<file path="src/rtl/digit_serial_adder_pkg.sv">
// Shared definitions for the digit-serial adder: FSM encoding and
// counter sizing helper.
package digit_serial_adder_pkg;

    typedef enum logic [1:0] {
        IDLE = 2'd0,
        RUN  = 2'd1,
        DONE = 2'd2
    } dsa_state_e;

    // Counter must stay at least one bit wide when a single digit covers the word.
    function automatic int dsa_cnt_w(input int ndig);
        return (ndig > 1) ? $clog2(ndig) : 1;
    endfunction

endpackage

</file>
<file path="src/rtl/digit_serial_adder_digit_adder.sv">
// Combinational DIGIT-bit ripple of full adders; also exposes the carry
// into the top bit so the caller can derive signed overflow.
module digit_adder #(
    parameter int DIGIT = 4
) (
    input  logic [DIGIT-1:0] a,
    input  logic [DIGIT-1:0] b,
    input  logic             cin,
    output logic [DIGIT-1:0] sum,
    output logic             cout,
    output logic             c_msb
);

    logic [DIGIT:0] c;

    always_comb begin
        c    = '0;
        sum  = '0;
        c[0] = cin;
        for (int i = 0; i < DIGIT; i++) begin
            sum[i]   = a[i] ^ b[i] ^ c[i];
            c[i+1]   = (a[i] & b[i]) | (c[i] & (a[i] ^ b[i]));
        end
        cout  = c[DIGIT];
        c_msb = c[DIGIT-1];
    end

endmodule

</file>
<file path="src/rtl/digit_serial_adder.sv">
// Multi-cycle adder, DIGIT bits per clock, valid/ready on both sides.
// Define DSA_OVERFLOW_EN to add the signed-overflow output ovf.
module digit_serial_adder
    import digit_serial_adder_pkg::*;
#(
    parameter int WIDTH = 32,
    parameter int DIGIT = 4
) (
    input  logic             clk,
    input  logic             rst_n,
    input  logic             in_valid,
    output logic             in_ready,
    input  logic [WIDTH-1:0] a,
    input  logic [WIDTH-1:0] b,
    input  logic             cin,
    output logic             out_valid,
    input  logic             out_ready,
    output logic [WIDTH-1:0] s,
    output logic             cout
`ifdef DSA_OVERFLOW_EN
    ,
    output logic             ovf
`endif
);

    localparam int NDIG = WIDTH / DIGIT;
    localparam int CW   = dsa_cnt_w(NDIG);

    generate
        if (DIGIT < 1 || (WIDTH % DIGIT) != 0) begin : g_bad_cfg
            $error("digit_serial_adder: WIDTH must be a multiple of DIGIT");
        end
    endgenerate

    dsa_state_e       state_q, state_d;
    logic [CW-1:0]    cnt_q, cnt_d;
    logic             carry_q, carry_d;
    logic [WIDTH-1:0] a_q, a_d;
    logic [WIDTH-1:0] b_q, b_d;
    logic [WIDTH-1:0] s_q, s_d;
    logic             cout_q, cout_d;

    logic [DIGIT-1:0] dig_s;
    logic             dig_c;
    logic             dig_cm;
    logic [WIDTH-1:0] s_shift;

    digit_adder #(
        .DIGIT (DIGIT)
    ) u_digit (
        .a     (a_q[DIGIT-1:0]),
        .b     (b_q[DIGIT-1:0]),
        .cin   (carry_q),
        .sum   (dig_s),
        .cout  (dig_c),
        .c_msb (dig_cm)
    );

    // New digit enters at the MSB; after NDIG steps digit 0 sits at the LSB.
    generate
        if (DIGIT == WIDTH) begin : g_one_step
            assign s_shift = dig_s;
        end else begin : g_multi_step
            assign s_shift = {dig_s, s_q[WIDTH-1:DIGIT]};
        end
    endgenerate

`ifdef DSA_OVERFLOW_EN
    logic ovf_q, ovf_d;
`else
    logic dsa_unused;
    assign dsa_unused = dig_cm;
`endif

    always_comb begin
        state_d = state_q;
        cnt_d   = cnt_q;
        carry_d = carry_q;
        a_d     = a_q;
        b_d     = b_q;
        s_d     = s_q;
        cout_d  = cout_q;
`ifdef DSA_OVERFLOW_EN
        ovf_d   = ovf_q;
`endif
        unique case (state_q)
            IDLE: begin
                if (in_valid) begin
                    a_d     = a;
                    b_d     = b;
                    carry_d = cin;
                    cnt_d   = '0;
                    state_d = RUN;
                end
            end
            RUN: begin
                a_d     = a_q >> DIGIT;
                b_d     = b_q >> DIGIT;
                s_d     = s_shift;
                carry_d = dig_c;
                cnt_d   = cnt_q + CW'(1);
                if (cnt_q == CW'(NDIG - 1)) begin
                    cout_d  = dig_c;
`ifdef DSA_OVERFLOW_EN
                    ovf_d   = dig_cm ^ dig_c;
`endif
                    cnt_d   = '0;
                    state_d = DONE;
                end
            end
            DONE: begin
                if (out_ready) begin
                    state_d = IDLE;
                end
            end
            default: state_d = IDLE;
        endcase
    end

    always_ff @(posedge clk) begin
        if (!rst_n) begin
            state_q <= IDLE;
            cnt_q   <= '0;
            carry_q <= 1'b0;
            a_q     <= '0;
            b_q     <= '0;
            s_q     <= '0;
            cout_q  <= 1'b0;
`ifdef DSA_OVERFLOW_EN
            ovf_q   <= 1'b0;
`endif
        end else begin
            state_q <= state_d;
            cnt_q   <= cnt_d;
            carry_q <= carry_d;
            a_q     <= a_d;
            b_q     <= b_d;
            s_q     <= s_d;
            cout_q  <= cout_d;
`ifdef DSA_OVERFLOW_EN
            ovf_q   <= ovf_d;
`endif
        end
    end

    assign in_ready  = (state_q == IDLE);
    assign out_valid = (state_q == DONE);
    assign s         = s_q;
    assign cout      = cout_q;
`ifdef DSA_OVERFLOW_EN
    assign ovf       = ovf_q;
`endif

endmodule

</file>
<file path="config.mk">
export PLATFORM = sky130hd
export DESIGN_NAME = digit_serial_adder
export DESIGN_NICKNAME = d
export VERILOG_FILES = /design/src/rtl/digit_serial_adder_pkg.sv /design/src/rtl/digit_serial_adder_digit_adder.sv /design/src/rtl/digit_serial_adder.sv
export SDC_FILE = /design/constraint.sdc
export NUM_CORES = 1
export LEC_CHECK = 0
export CORE_ASPECT_RATIO = 1.2
export CORE_MARGIN = 2
export CORE_UTILIZATION = 36
export CTS_CLUSTER_DIAMETER = 150
export CTS_CLUSTER_SIZE = 24
export DETAILED_ROUTE_END_ITERATION = 10
export GPL_ROUTABILITY_DRIVEN = 1
export GPL_TIMING_DRIVEN = 0
export PLACE_DENSITY = 0.64
export SYNTH_ARGS = -nofsm -noshare
export SYNTH_HDL_FRONTEND = slang
export SYNTH_SLANG_ARGS = --single-unit
</file>
<file path="constraint.sdc">
create_clock -name clk -period 2.4 [get_ports clk]
set_input_delay 0.24 -clock clk [delete_from_list [all_inputs] [get_ports clk]]
set_output_delay 0.24 -clock clk [all_outputs]
set_load 0.01 [all_outputs]
</file>
==> flow_summary.yaml <==
synth:
  synth.net_count: 532
  synth_area_leaders: "dfxtp_1, a21oi_1, o221ai_1"
  ys_types: 24
  synthesis.area_sq_mm: 0.004129
  synth_edf_count: 0
  netlist.area_leader.share: 0.4994
  yosysMostFrequentCell: "dfxtp_1"
  yosysTopAreaCell: "dfxtp_1"
  avgSynthCellArea_sq_um: 9.035
  synthArstFlopShare: 0
  yosys_most_used_dff: "dfxtp_1"
  ys_seq_area_frac: 0.4994
  synth_common_cells: "dfxtp_1, a21oi_1, inv_1, nand2_1, o221ai_1"
  yosys_warnings: 0
  syn_inst: 457
  ys_ff_latch: 103
grt:
  grt_overflow: 0
  use_met1: 0.2170
  grt_pass1_vias: 3519
  grt_max_degree: 16
  grt_pass1_wl_um: 16980
  grt_use_met2: 0.2915
  met3_usage: 0.03629
  grt_usage: 0.1757
  antenna_found_initial: 0
  top_usage_layer: "met2"
place:
  pre_cts_slack_ns: 0.2071
  hpwl_um: 7861
  portBuffers: 103
  dpl_cell_area_sq_mm: 0.005353
  gp_congestion: 0.8342
sta:
  holdWs_ns: 0.4474
  slew_viol_final: 0
  setup_viol: 0
  relSlewSlack: 0.5585
  worst_slew_pin_slew_ns: 0.6622
  period_share: 0.9209
  max_freq_mhz: 452.5
  period_minus_slack_ns: 2.210
  finClkSkew_ns: 0.01090
  rsz0062_at_grt: "no"
  finalHoldViolations: 0
  fin_setup_tns_ns: 0
  layout_setup_ws_ns: 0.1898
cts:
  clkSinkCount: 103
  cts_inserted_buffers: 9
  htree_num_levels: 3
  cts_tree: "yes"
  cts_setup_buffers: 0
  path_clk_slew_ns: 0.07
  clk_path_buf_depth: 2
  cts_resized: 0
  clk_latency_ns: 0.34
  ctsHoldBuffers: 0
  clockRootBuffer: "clkbuf_16"
layout:
  area_delta_synth_final_pct: 36.73
  layout-drive-gt1-share: 0.09028
  antenna_cells: 0
  nNetsFinal: 646
  final_area_sq_mm: 0.005645
floorplan:
  initial_utilization: 0.3724
  die_w_um: 101.8
  io_pins: 104
  fp-row-count: 42
  die-area_sq_mm: 0.01235
  core_sq_mm: 0.01109
  die_h_um: 121.3
drt:
  routedWlPerCell_um: 14.37
  drt_iter0_markers: 133
  vias: 3598
  viasPerCell: 4.929
  dr.pass1.iters: 4
  antenna_left: 0
  drc_errors: 0
  routed_wl_um: 10490
worst_setup_path:
  endpoint_kind: "flip-flop"
  start_kind: "flip-flop"
  path_max_fanout: 2
  crit_required_ns: 2.66
  arrival_ns: 2.47
  path_class: "flip-flop to flip-flop"
pwr:
  leakage_nw: 2.009
  irDropWorstVdd_mv: 0.4158
  powerDensity_mw_per_mm2: 693.4
run_status:
  run_status: "finished, final reports clean"
flow_run:
  maxCapViolations: 0
min_path:
  hold_class: "flip-flop to flip-flop"
## flip-flops by register name, summed over array words and instances, names as in the netlist
signal,flops
b_q,32
a_q,32
state_q,2
carry_q,1
cout,1
cnt_q,3
s,32
## kinds of logic after synthesis
logic type	synth area share
AND/OR/NAND/NOR	0.08212
flip-flops	0.4994
AO/OA/AOI/OAI	0.2891
adder cells (fa/ha/maj)	0.02545
buffers and inverters	0.1039
## per-layer routing
layer,share of wire,routed length (um)
met1,0.45,4675
met2,0.48,5088
met3,0.056,588
met4,0.013,138
met5,0,0
## worst paths after layout
kind,slack (ns),depth (start not counted),startpoint,to
hold / removal,0.45,2,a_q[4],a_q[4]
hold reg to reg,0.45,2,a_q[4],a_q[4]
setup reg to reg,0.19,8,carry_q,s[31]
setup / recovery,0.19,8,carry_q,s[31]
## report_power, final
group          total (mW)  internal (mW)  switching (mW)
Clock                1.45          0.837           0.617
Combinational       0.563          0.271           0.292
Sequential           1.90           1.83          0.0709
Total                3.91           2.93           0.980
## critical path, stage by stage (launching register included)
cell and delay [ns]:
dfxtp_1 0.34, fa_1 0.43, inv_1 0.08, fa_1 0.15, inv_1 0.05, fa_1 0.36, inv_1 0.09, fa_1 0.42
a211oi_1 0.20
## placed cells by master (no fill, tap or decap), types with 2 or more instances in the layout
master | Yosys | final
clkbuf_1 | 22 | 25
o221ai_2 | 20 | 20
buf_6 | 4 | 4
a21oi_1 | 89 | 89
ha_1 | 2 | 2
dfxtp_1 | 103 | 103
clkbuf_16 | 0 | 9
buf_1 | 2 | 2
o221ai_1 | 36 | 36
buf_2 | 13 | 13
nor2_1 | 17 | 17
a211oi_1 | 2 | 2
a22oi_1 | 11 | 11
nor2b_1 | 2 | 2
clkdlybuf4s50_1 | 0 | 103
fa_1 | 4 | 4
inv_1 | 61 | 61
nand2_1 | 61 | 61
## through the flow
stage / util / power [mW] / instances
6_report: 0.5091 / 3.914 / 730
4_1_cts: 0.5091 / 3.951 / 730
3_5_place_dp: 0.4827 / 2.500 / 714
5_1_grt: 0.5091 / 4.094 / 730
3_3_place_gp: 0.4827 / 2.488 / 714
2_1_floorplan: - / 2.243 / 457
## layout make-up
type	instances	area, sq um
plain buffers	41	200.2
multi-input cells	252	1638
inverters	61	229.0
clock buffers	13	250.2
well taps	154	192.7
repair buffers	103	1031
fillers	1067	5443
flip-flops and latches	103	2062
clock inverters	3	42.54
Note: power is estimated with default switching activity, not from simulation.
